## src/rtl/bp_dma_pkt_responder_pkg.sv

```systemverilog
// Purpose: shared types for the DMA packet responder (FSM state encoding).
// Latency: n/a (types only).
// Backpressure: n/a (types only).
package bp_dma_pkt_responder_pkg;

    // One packet in flight at a time.
    // Reads alternate between issuing the SRAM access and holding the returned beat.
    typedef enum logic [1:0] {
        IDLE     = 2'd0,
        RD_ISSUE = 2'd1,
        RD_HOLD  = 2'd2,
        WR       = 2'd3
    } dma_state_e;

endpackage

```

## src/rtl/bp_dma_pkt_responder.sv

```systemverilog
// Purpose: serves cache DMA packets as full-block bursts against an external 1rw sync SRAM.
// Latency: packet accept -> first read beat valid in 2 cycles; read 1 beat/2 cycles, write 1 beat/cycle.
// Backpressure: read beat held stable in RD_HOLD until ready_and; packets/write beats only yumi'd when the FSM can take them.
//
// Ports:
//   clk_i, reset_n_i          clock, asynchronous active-low reset
//   dma_pkt_i/_v_i/_yumi_o    {write_not_read, addr} request, consumed only in IDLE
//   dma_data_o/_v_o/_ready_and_i  read beats to the chip (valid/ready)
//   dma_data_i/_v_i/_yumi_o   write beats from the chip (valid/yumi)
//   mem_*                     single-port synchronous SRAM, beat addressed
module bp_dma_pkt_responder
    import bp_dma_pkt_responder_pkg::*;
#(
    parameter int daddr_width_p = 32,
    parameter int fill_width_p  = 64,
    parameter int burst_len_p   = 8,
    parameter int mem_els_p     = 4096
) (
    input  logic                         clk_i,
    input  logic                         reset_n_i,

    input  logic [daddr_width_p:0]       dma_pkt_i,
    input  logic                         dma_pkt_v_i,
    output logic                         dma_pkt_yumi_o,

    output logic [fill_width_p-1:0]      dma_data_o,
    output logic                         dma_data_v_o,
    input  logic                         dma_data_ready_and_i,

    input  logic [fill_width_p-1:0]      dma_data_i,
    input  logic                         dma_data_v_i,
    output logic                         dma_data_yumi_o,

    output logic                         mem_v_o,
    output logic                         mem_w_o,
    output logic [$clog2(mem_els_p)-1:0] mem_addr_o,
    output logic [fill_width_p-1:0]      mem_data_o,
    input  logic [fill_width_p-1:0]      mem_data_i
);

    localparam int byte_lg    = $clog2(fill_width_p / 8);
    localparam int blk_lg     = $clog2(burst_len_p);
    localparam int mem_addr_w = $clog2(mem_els_p);
    localparam int base_w     = mem_addr_w - blk_lg;
    localparam int base_lsb   = byte_lg + blk_lg;

    dma_state_e              state_q, state_d;
    logic [blk_lg-1:0]       beat_cnt_q, beat_cnt_d;
    logic [base_w-1:0]       base_q, base_d;
    logic [fill_width_p-1:0] data_q;
    logic                    fresh_q;

    logic              pkt_wnr;
    logic [base_w-1:0] pkt_base;
    logic              last_beat;

    assign pkt_wnr   = dma_pkt_i[daddr_width_p];
    // Bits above the block field are dropped so addresses wrap modulo SRAM size;
    // bits below it are ignored because every burst is block-aligned.
    assign pkt_base  = dma_pkt_i[base_lsb +: base_w];
    assign last_beat = (beat_cnt_q == blk_lg'(burst_len_p - 1));

    logic unused_pkt_bits;
    assign unused_pkt_bits = ^{dma_pkt_i[base_lsb-1:0], dma_pkt_i[daddr_width_p-1:base_lsb+base_w]};

    assign mem_addr_o = {base_q, beat_cnt_q};

    // The SRAM word is valid on mem_data_i during the first RD_HOLD cycle; it is
    // passed straight through then and served from data_q afterwards, so the beat
    // stays stable however long the chip stalls.
    assign dma_data_o = fresh_q ? mem_data_i : data_q;

    always_comb begin
        state_d         = state_q;
        beat_cnt_d      = beat_cnt_q;
        base_d          = base_q;
        dma_pkt_yumi_o  = 1'b0;
        dma_data_v_o    = 1'b0;
        dma_data_yumi_o = 1'b0;
        mem_v_o         = 1'b0;
        mem_w_o         = 1'b0;
        mem_data_o      = '0;

        case (state_q)
            IDLE: begin
                dma_pkt_yumi_o = dma_pkt_v_i;
                if (dma_pkt_v_i) begin
                    base_d     = pkt_base;
                    beat_cnt_d = '0;
                    state_d    = pkt_wnr ? WR : RD_ISSUE;
                end
            end
            RD_ISSUE: begin
                mem_v_o = 1'b1;
                state_d = RD_HOLD;
            end
            RD_HOLD: begin
                dma_data_v_o = 1'b1;
                if (dma_data_ready_and_i) begin
                    if (last_beat) begin
                        state_d = IDLE;
                    end else begin
                        beat_cnt_d = beat_cnt_q + blk_lg'(1);
                        state_d    = RD_ISSUE;
                    end
                end
            end
            WR: begin
                dma_data_yumi_o = dma_data_v_i;
                if (dma_data_v_i) begin
                    mem_v_o    = 1'b1;
                    mem_w_o    = 1'b1;
                    mem_data_o = dma_data_i;
                    // Counter wraps to 0 on the last beat, ready for the next packet.
                    beat_cnt_d = beat_cnt_q + blk_lg'(1);
                    if (last_beat) begin
                        state_d = IDLE;
                    end
                end
            end
            default: state_d = IDLE;
        endcase
    end

    always_ff @(posedge clk_i or negedge reset_n_i) begin
        if (!reset_n_i) begin
            state_q    <= IDLE;
            beat_cnt_q <= '0;
            base_q     <= '0;
            data_q     <= '0;
            fresh_q    <= 1'b0;
        end else begin
            state_q    <= state_d;
            beat_cnt_q <= beat_cnt_d;
            base_q     <= base_d;
            fresh_q    <= (state_q == RD_ISSUE);
            if (fresh_q) begin
                data_q <= mem_data_i;
            end
        end
    end

endmodule

```

## config.mk

```make
export PLATFORM = sky130hd
export DESIGN_NAME = bp_dma_pkt_responder
export DESIGN_NICKNAME = d
export VERILOG_FILES = /design/src/rtl/bp_dma_pkt_responder_pkg.sv /design/src/rtl/bp_dma_pkt_responder.sv
export SDC_FILE = /design/constraint.sdc
export NUM_CORES = 1
export LEC_CHECK = 0
export BUFFER_PORTS_ARGS = -buffer_cell sky130_fd_sc_hd__buf_2
export CAP_MARGIN = 0
export CELL_PAD_IN_SITES_DETAIL_PLACEMENT = 0
export CELL_PAD_IN_SITES_GLOBAL_PLACEMENT = 1
export CORE_AREA = 2 2 121 123
export DETAILED_ROUTE_END_ITERATION = 8
export DIE_AREA = 0 0 123 125
export PLACE_DENSITY = 0.74
export SETUP_SLACK_MARGIN = 0.15
export SKIP_LAST_GASP = 1
export SYNTH_ARGS = -nofsm -noshare
export SYNTH_HDL_FRONTEND = slang
export SYNTH_SLANG_ARGS = --single-unit
export TNS_END_PERCENT = 30
```

## constraint.sdc

```tcl
create_clock -name clk_i -period 1.9 [get_ports clk_i]
set_input_delay 0 -clock clk_i [delete_from_list [all_inputs] [get_ports clk_i]]
set_output_delay 0 -clock clk_i [all_outputs]
set_load 0.1 [all_outputs]
```

Yosys cells after proc, flatten, opt, wreduce, memory -nomap -nowiden
Index checks and enable logic that the tools add are counted.
{ "word_totals": {"register_bits": 79, "wordCells": 41, "input_bits": 166, "out_inout_bits": 145} }
{ "op_classes": {"n_eq_ne": 9, "mux": 21, "n_reduce_logical": 5, "addsub": 1} }
{ "ops": {"columns": ["operator", "n"], "rows": [
  ["64-bit 2-to-1 mux", 3],
  ["3-bit 2-to-1 mux", 4],
  ["2-bit 2-to-1 mux", 5],
  ["2-bit inequality test (second input constant)", 5],
  ["3-bit one-hot mux with 3 select lines", 1],
  ["2-bit one-hot mux with 4 select lines", 1],
  ["1-bit 2-to-1 mux", 6],
  ["5-bit AND reduction", 1],
  ["2-bit equality test (second input constant)", 2],
  ["4-bit AND reduction", 1],
  ["3-bit by 1-bit adder with 3-bit output (second input constant)", 1],
  ["3-bit equality test (second input constant)", 1],
  ["3-bit nonzero test", 1],
  ["2-bit by 1-bit equality test with 1-bit output (second input constant)", 1],
  ["2-bit zero test", 1],
  ["1-bit one-hot mux with 2 select lines", 1],
  ["2-bit AND reduction", 1]
]} }

Depth between registers and ports, before layout
Gate-level depths: netlist of run 1.
{ "logic_depth": {"ltp_word": 4, "mapped_depth": 5, "mapped_depth_nobuf": 5} }

Worst setup path before layout of run 1
OpenSTA, ideal clock, no wires.
{ "synth_path": {"path_kind": "register to output", "start": "register state_q[0]", "end": "output mem_data_o[39]", "required_time_ns": 1.900, "path_stages_with_launch": 5, "n_path_buf": 2, "arrival_time_ns": 2.467, "path_slack_ns": -0.567, "cell_sequence": "dfrtp_1 -> buf_6 -> and3_1 -> clkbuf_1 -> and2_1"} }
{ "synth_via": {"elab_chain_len": 2} }
{ "synth_lines": {"columns": ["element", "line_no", "rtl"], "rows": [
  ["start: declaration", "bp_dma_pkt_responder.sv:47", "dma_state_e state_q, state_d;"],
  ["start signal: assignment", "bp_dma_pkt_responder.sv:133", "state_q <= state_d;"],
  ["2-bit equality test", "bp_dma_pkt_responder.sv:84", "case (state_q)"],
  ["64-bit 2-to-1 mux", "bp_dma_pkt_responder.sv:84", null],
  ["end: declaration", "bp_dma_pkt_responder.sv:37", "output logic [fill_width_p-1:0] mem_data_o,"]
]} }
No other way between the ends.

Worst setup path in the final report of run 1
{ "layout_path": {"start": "register fresh_q", "end": "output dma_data_o[45]"} }
{ "layout_via": {"elab_chain_len": 1} }
{ "layout_lines": {"columns": ["element", "line_no", "rtl"], "rows": [
  ["start: declaration", "bp_dma_pkt_responder.sv:51", "logic fresh_q;"],
  ["start signal: assignment", "bp_dma_pkt_responder.sv:136", "fresh_q <= (state_q == RD_ISSUE);"],
  ["64-bit 2-to-1 mux", null, null],
  ["end: declaration", "bp_dma_pkt_responder.sv:26", "output logic [fill_width_p-1:0] dma_data_o,"]
]} }
No other way between the ends.

==> impl_metrics.toml, run 1 <==
[logic_synthesis]
yosys.area_share.simple_pct = 13.9
synth-compound-area-share_pct = 2.57
syn_area_sq_um = 3500
synthXorXnorAreaFrac_pct = 0
syn_avg_cell_area_sq_um = 13.2
yosys.area.top_type = "dfrtp_1"
synthCells = 265
synth_adder_area_share_pct = 0.714
ys_ff_latch = 79
synth_area_leaders = "dfrtp_1, mux2_2, and2_1"
synth_top_family_by_area = "multiplexers"
ys_seq_area_share_pct = 56.4
synth_fp_nets = 433
synth_top_area_share_pct = 56.4
synth_cell_types = 26
synth_mux_area_share_pct = 23.5
ys_warn_count = 0

[floorplan]
start_util_pct = 24.7
ios = 311
die_w_um = 123
core_area_sq_um = 14200
die_h_um = 125
rows = 44
die_area_sq_um = 15400

[critical_path]
path_cells = "clkbuf_16, mux2_2, buf_2"
worst-setup-path-type = "reg -> out"
worstSetupEndpointType = "output port"
crit_family = "buffers and inverters"
crit_path_start_kind = "flip-flop"
cpMaxStageDelayCell = "dfrtp_2"
crit_path_max_incr_delay_ps = 460
path_buf_inv = 2
critPathRequiredTime_ps = 1900
cp_max_fo = 32
crit_arrival_ps = 1720

[place]
numPortBuffers = 287
dp_hpwl_mm = 9.09
place_congestion = 0.850

[clock_tree]
cts_buffers = 9
cts.sinks = 79
clockBufferDepth = 2
clk_pin_slew_ps = 70
root_buffer = "clkbuf_16"
htreeDepth = 3
tritoncts = "yes"
clk_latency_ps = 330

[sta]
finalCriticalPeriod_ps = 1720
fin_crit_sh_pct = 90.4
grt_setup_unrepaired = "yes"
maxClockFrequency_mhz = 582
hold_violations = 0
clock_skew_ps = 9.66
final.setup.tns_ps = 0
finalSetupViolCount = 0
final_max_slew_viol_count = 0
worstMarginPinSlew_ps = 971
timing.hold.ws_ps = 67.5
slew_headroom_pct = 35.3

[layout]
antennaDiodeCount = 0
mostFrequentLayoutCells = "buf_2, dlygate4sd3_1, dfrtp_1"
area_growth_pct = 108
drive_gt1_share_pct = 61.6
fin_nets = 796
final_common_cell = "buf_2"

[routing]
drt-total-wl_mm = 13.2
vias = 3456
ant_nets = 0
via_per_inst = 4.23
initialDrtViolationCount = 81
drt_first_pass_iters = 4
wire_per_inst_um = 16.1
drc = 0

[global_route]
grt_pass1_vias = 3697
grt_pass1_wl_mm = 19.1
overflow = 0
antenna_found_initial = 0
grt_use_total_pct = 16.1
grt_max_degree = 80

[run_status]
outcome = "completed"

[run]
maxCapViolCount = 0

[hold_path]
min_path_type = "in -> reg"
==> Yosys cell counts <==
| library cell | count |
|---|---|
| a32o_1 | 1 |
| buf_2 | 14 |
| clkbuf_1 | 2 |
| buf_4 | 1 |
| or3_1 | 1 |
| inv_1 | 2 |
| nor2_1 | 1 |
| and2_4 | 1 |
| o21ai_0 | 2 |
| nor3b_1 | 1 |
| and3_1 | 1 |
| nor3_1 | 2 |
| nor3b_2 | 1 |
| dfrtp_1 | 79 |
| nor2b_1 | 2 |
| ha_1 | 2 |
| a211o_1 | 2 |
| nand2b_1 | 1 |
| a211oi_1 | 1 |
| and2_1 | 64 |
| mux2_1 | 6 |
| nand2_1 | 3 |
| o211a_1 | 2 |
| a21oi_1 | 5 |
| mux2_2 | 67 |
| buf_6 | 1 |
==> routing by layer <==
metal	vias to the layer above	global-route usage, %	wire (um)
met5	-	0	0
met1	1647	15.2	4430
met2	181	31.7	7220
met4	0	5.75	232
met3	14	4.97	1270
li1	1614	-	-
==> through the flow <==
step,cell area (sq um),util (%),setup WS [ps],std cells
2_1_floorplan,3520,-,-159,265
5_1_grt,7300,51.4,121,817
3_5_place_dp,6150,43.3,234,721
4_1_cts,7230,50.9,153,815
6_report,7300,51.4,183,817
3_3_place_gp,6150,43.3,243,721
==> what timing repair did <==
action,CTS,global route
cloned,0,2
endpoints found under the setup margin,64,124
hold endpoints to repair,153,0
gates resized for setup,2,8
hold buffers,76,0
setup buffers,2,0
==> final timing paths <==
check / startpoint / end / slack, ps / depth (start not counted)
max: fresh_q / dma_data_o[45] / 180 / 3
min: dma_pkt_v_i / state_q[1] / 70 / 3
max reg2reg: beat_cnt_q[0] / beat_cnt_q[0] / 220 / 5
min reg2reg: base_q[8] / base_q[8] / 480 / 1
max in group asynchronous: reset_n_i / state_q[0] / 840 / 2
min in group asynchronous: reset_n_i / data_q[43] / 390 / 2
==> worst register-to-register path: stages, from the launching register on <==
cell	delay, ps
dfrtp_2	430
ha_1	210
ha_1	220
nor3b_2	330
o21ai_0	130
a32o_1	260
==> layout make-up <==
class,count,area (sq um)
fillers,1190,6900
repair buffers,370,3340
flip-flops and latches,79,1980
multi-input cells,166,1440
clock buffers,11,243
well taps,184,230
clock inverters,5,63.8
inverters,2,7.51
==> kinds of logic after synthesis <==
kind of cell               Yosys count
buffers and inverters               20
AOI/OAI and AO/OA                   13
muxes                               73
adders and majority gates            2
DFF                                 79
and+or+nand+nor                     78
==> registers in the layout (all words and copies together), names as in the netlist <==
signal	flops
base_q	9
beat_cnt_q	3
data_q	64
fresh_q	1
state_q	2
Power of run 1 is left out: the tool's default activity adds up to more than one toggle a clock period on the data nets, which glitch-free logic cannot reach.
==> inputs of run 2 (changes only) <==
- PLACE_DENSITY: 0.74 -> unset
- PLACE_DENSITY_LB_ADDON: unset -> 0.1
==> run 2 against run 1 <==
Against the previous run:
- worst hold slack worse by 1.7 ps
- clock skew is 4.1 ps lower
- core utilization is 0.42 points higher
- non-clock buffer count is 4 higher
- wire length is 0.68% higher
- global-route usage is 0.43 points higher
- setup slack better by 14 ps
- critical path type unchanged
- critical endpoint is now dma_data_o[59]
==> impl_metrics.toml, run 2 (synthesized netlist as in run 1, its figures left out) <==
[critical_path]
crit_path_start_kind = "flip-flop"
crit_arrival_ps = 1700
worstSetupEndpointType = "output port"
critPathRequiredTime_ps = 1900
cp_max_fo = 28
worst-setup-path-type = "reg -> out"

[global_route]
grt_max_degree = 67
grt_pass1_wl_mm = 19.3
grt_use_total_pct = 16.5
antenna_found_initial = 2
grt_pass1_vias = 3524
overflow = 0

[layout]
largest_reg_flops = 64
top_register = "data_q"
area_growth_pct = 110
design_area_sq_um = 7360
fillers = 1242
largestRegisters = "data_q (64), base_q (9), beat_cnt_q (3)"
fin_nets = 800
mostFrequentLayoutCells = "buf_2, dlygate4sd3_1, dfrtp_1"
drive_gt1_share_pct = 61.6
final_util_pct = 51.8
antennaDiodeCount = 0
final_common_cell = "buf_2"

[floorplan]
die_h_um = 125
rows = 44
core_area_sq_um = 14200
die_area_sq_um = 15400
start_util_pct = 24.7
die_w_um = 123
ios = 311

[sta]
finalCriticalPeriod_ps = 1700
setup_ws_ps = 197
grt_setup_unrepaired = "yes"
fin_crit_sh_pct = 89.6
slew_headroom_pct = 66.2
maxClockFrequency_mhz = 587
finalSetupViolCount = 0
clock_skew_ps = 5.59
final_max_slew_viol_count = 0
hold_violations = 0
worstMarginPinSlew_ps = 510

[clock_tree]
htreeDepth = 3
clockBufferDepth = 2
cts_buffers = 9
clk_pin_slew_ps = 50
root_buffer = "clkbuf_16"
clk_latency_ps = 330
tritoncts = "yes"
cts.sinks = 79

[routing]
wire_per_inst_um = 16.2
initialDrtViolationCount = 79
drt-total-wl_mm = 13.2
drc = 0
vias = 3385
drt_first_pass_iters = 6
via_per_inst = 4.13
ant_nets = 0

[place]
place_area_sq_um = 6180
dpl_worst_slack_ps = 258
numPortBuffers = 287
place_congestion = 0.701
dp_hpwl_mm = 9.76

[run]
maxCapViolCount = 0

[hold_path]
min_path_type = "in -> reg"

[run_status]
outcome = "completed"
[run 2: changes by cell type in the layout (fill, tap and decap cells not counted), moves of 2 or more]
cell | previous run | this run
and2_2 | 4 | 6
clkinv_2 | 0 | 2
buf_12 | 68 | 70
and2_1 | 60 | 58
inv_6 | 2 | 0
buf_4 | 5 | 33
buf_2 | 214 | 192
clkbuf_4 | 4 | 0
[run 2: worst paths after layout]
check	startpoint	to	slack [ps]	depth (start not counted)
setup / recovery	fresh_q	dma_data_o[59]	200	3
hold / removal	dma_pkt_v_i	state_q[0]	70	3
setup reg to reg	beat_cnt_q[0]	beat_cnt_q[0]	260	5
hold reg to reg	base_q[8]	base_q[8]	480	1
max in group asynchronous	reset_n_i	beat_cnt_q[1]	1150	3
min in group asynchronous	reset_n_i	data_q[19]	160	2
[run 2: layout make-up]
cell class              instances  area [sq um]  area share, %
clock buffers                  12           256           3.48
clock inverters                 3          18.8          0.255
inverters                       2          7.51          0.102
multi-input cells             166          1440           19.5
flip-flops and latches         79          1980           26.9
well taps                     184           230           3.13
repair buffers                374          3430           46.6
[run 2: critical path, cell delays in order (launching register included)]
cell	delay [ps]
dfrtp_2	460
buf_12	220
mux2_2	370
buf_2	300
[run 2: layer usage]
metal	global-route usage (%)	wire length, um	part of all wire (%)	vias up
li1	-	-	-	1616
met1	17.0	4660	35	1584
met2	30.7	7090	54	168
met3	5.93	1350	10	13
met4	5.21	124	0.94	4
met5	0	23	0.17	-
[run 2: per-stage QoR]
step	std cells	TNS [ps]	hold WS, ps
6_report	820	0	65.8
5_1_grt	820	0	112
4_1_cts	819	0	60.2
3_5_place_dp	725	0	-31.7
3_3_place_gp	725	0	-42.5
2_1_floorplan	265	-533	-296
[run 2: what timing repair did]
action                                  CTS  global route
endpoints found under the setup margin   75            45
cloned                                    1             1
setup buffers                             1             0
hold buffers                             77             0
endpoints found under the hold margin   138             0
resized for setup                        30             2
Power of run 2 is left out for the same reason.
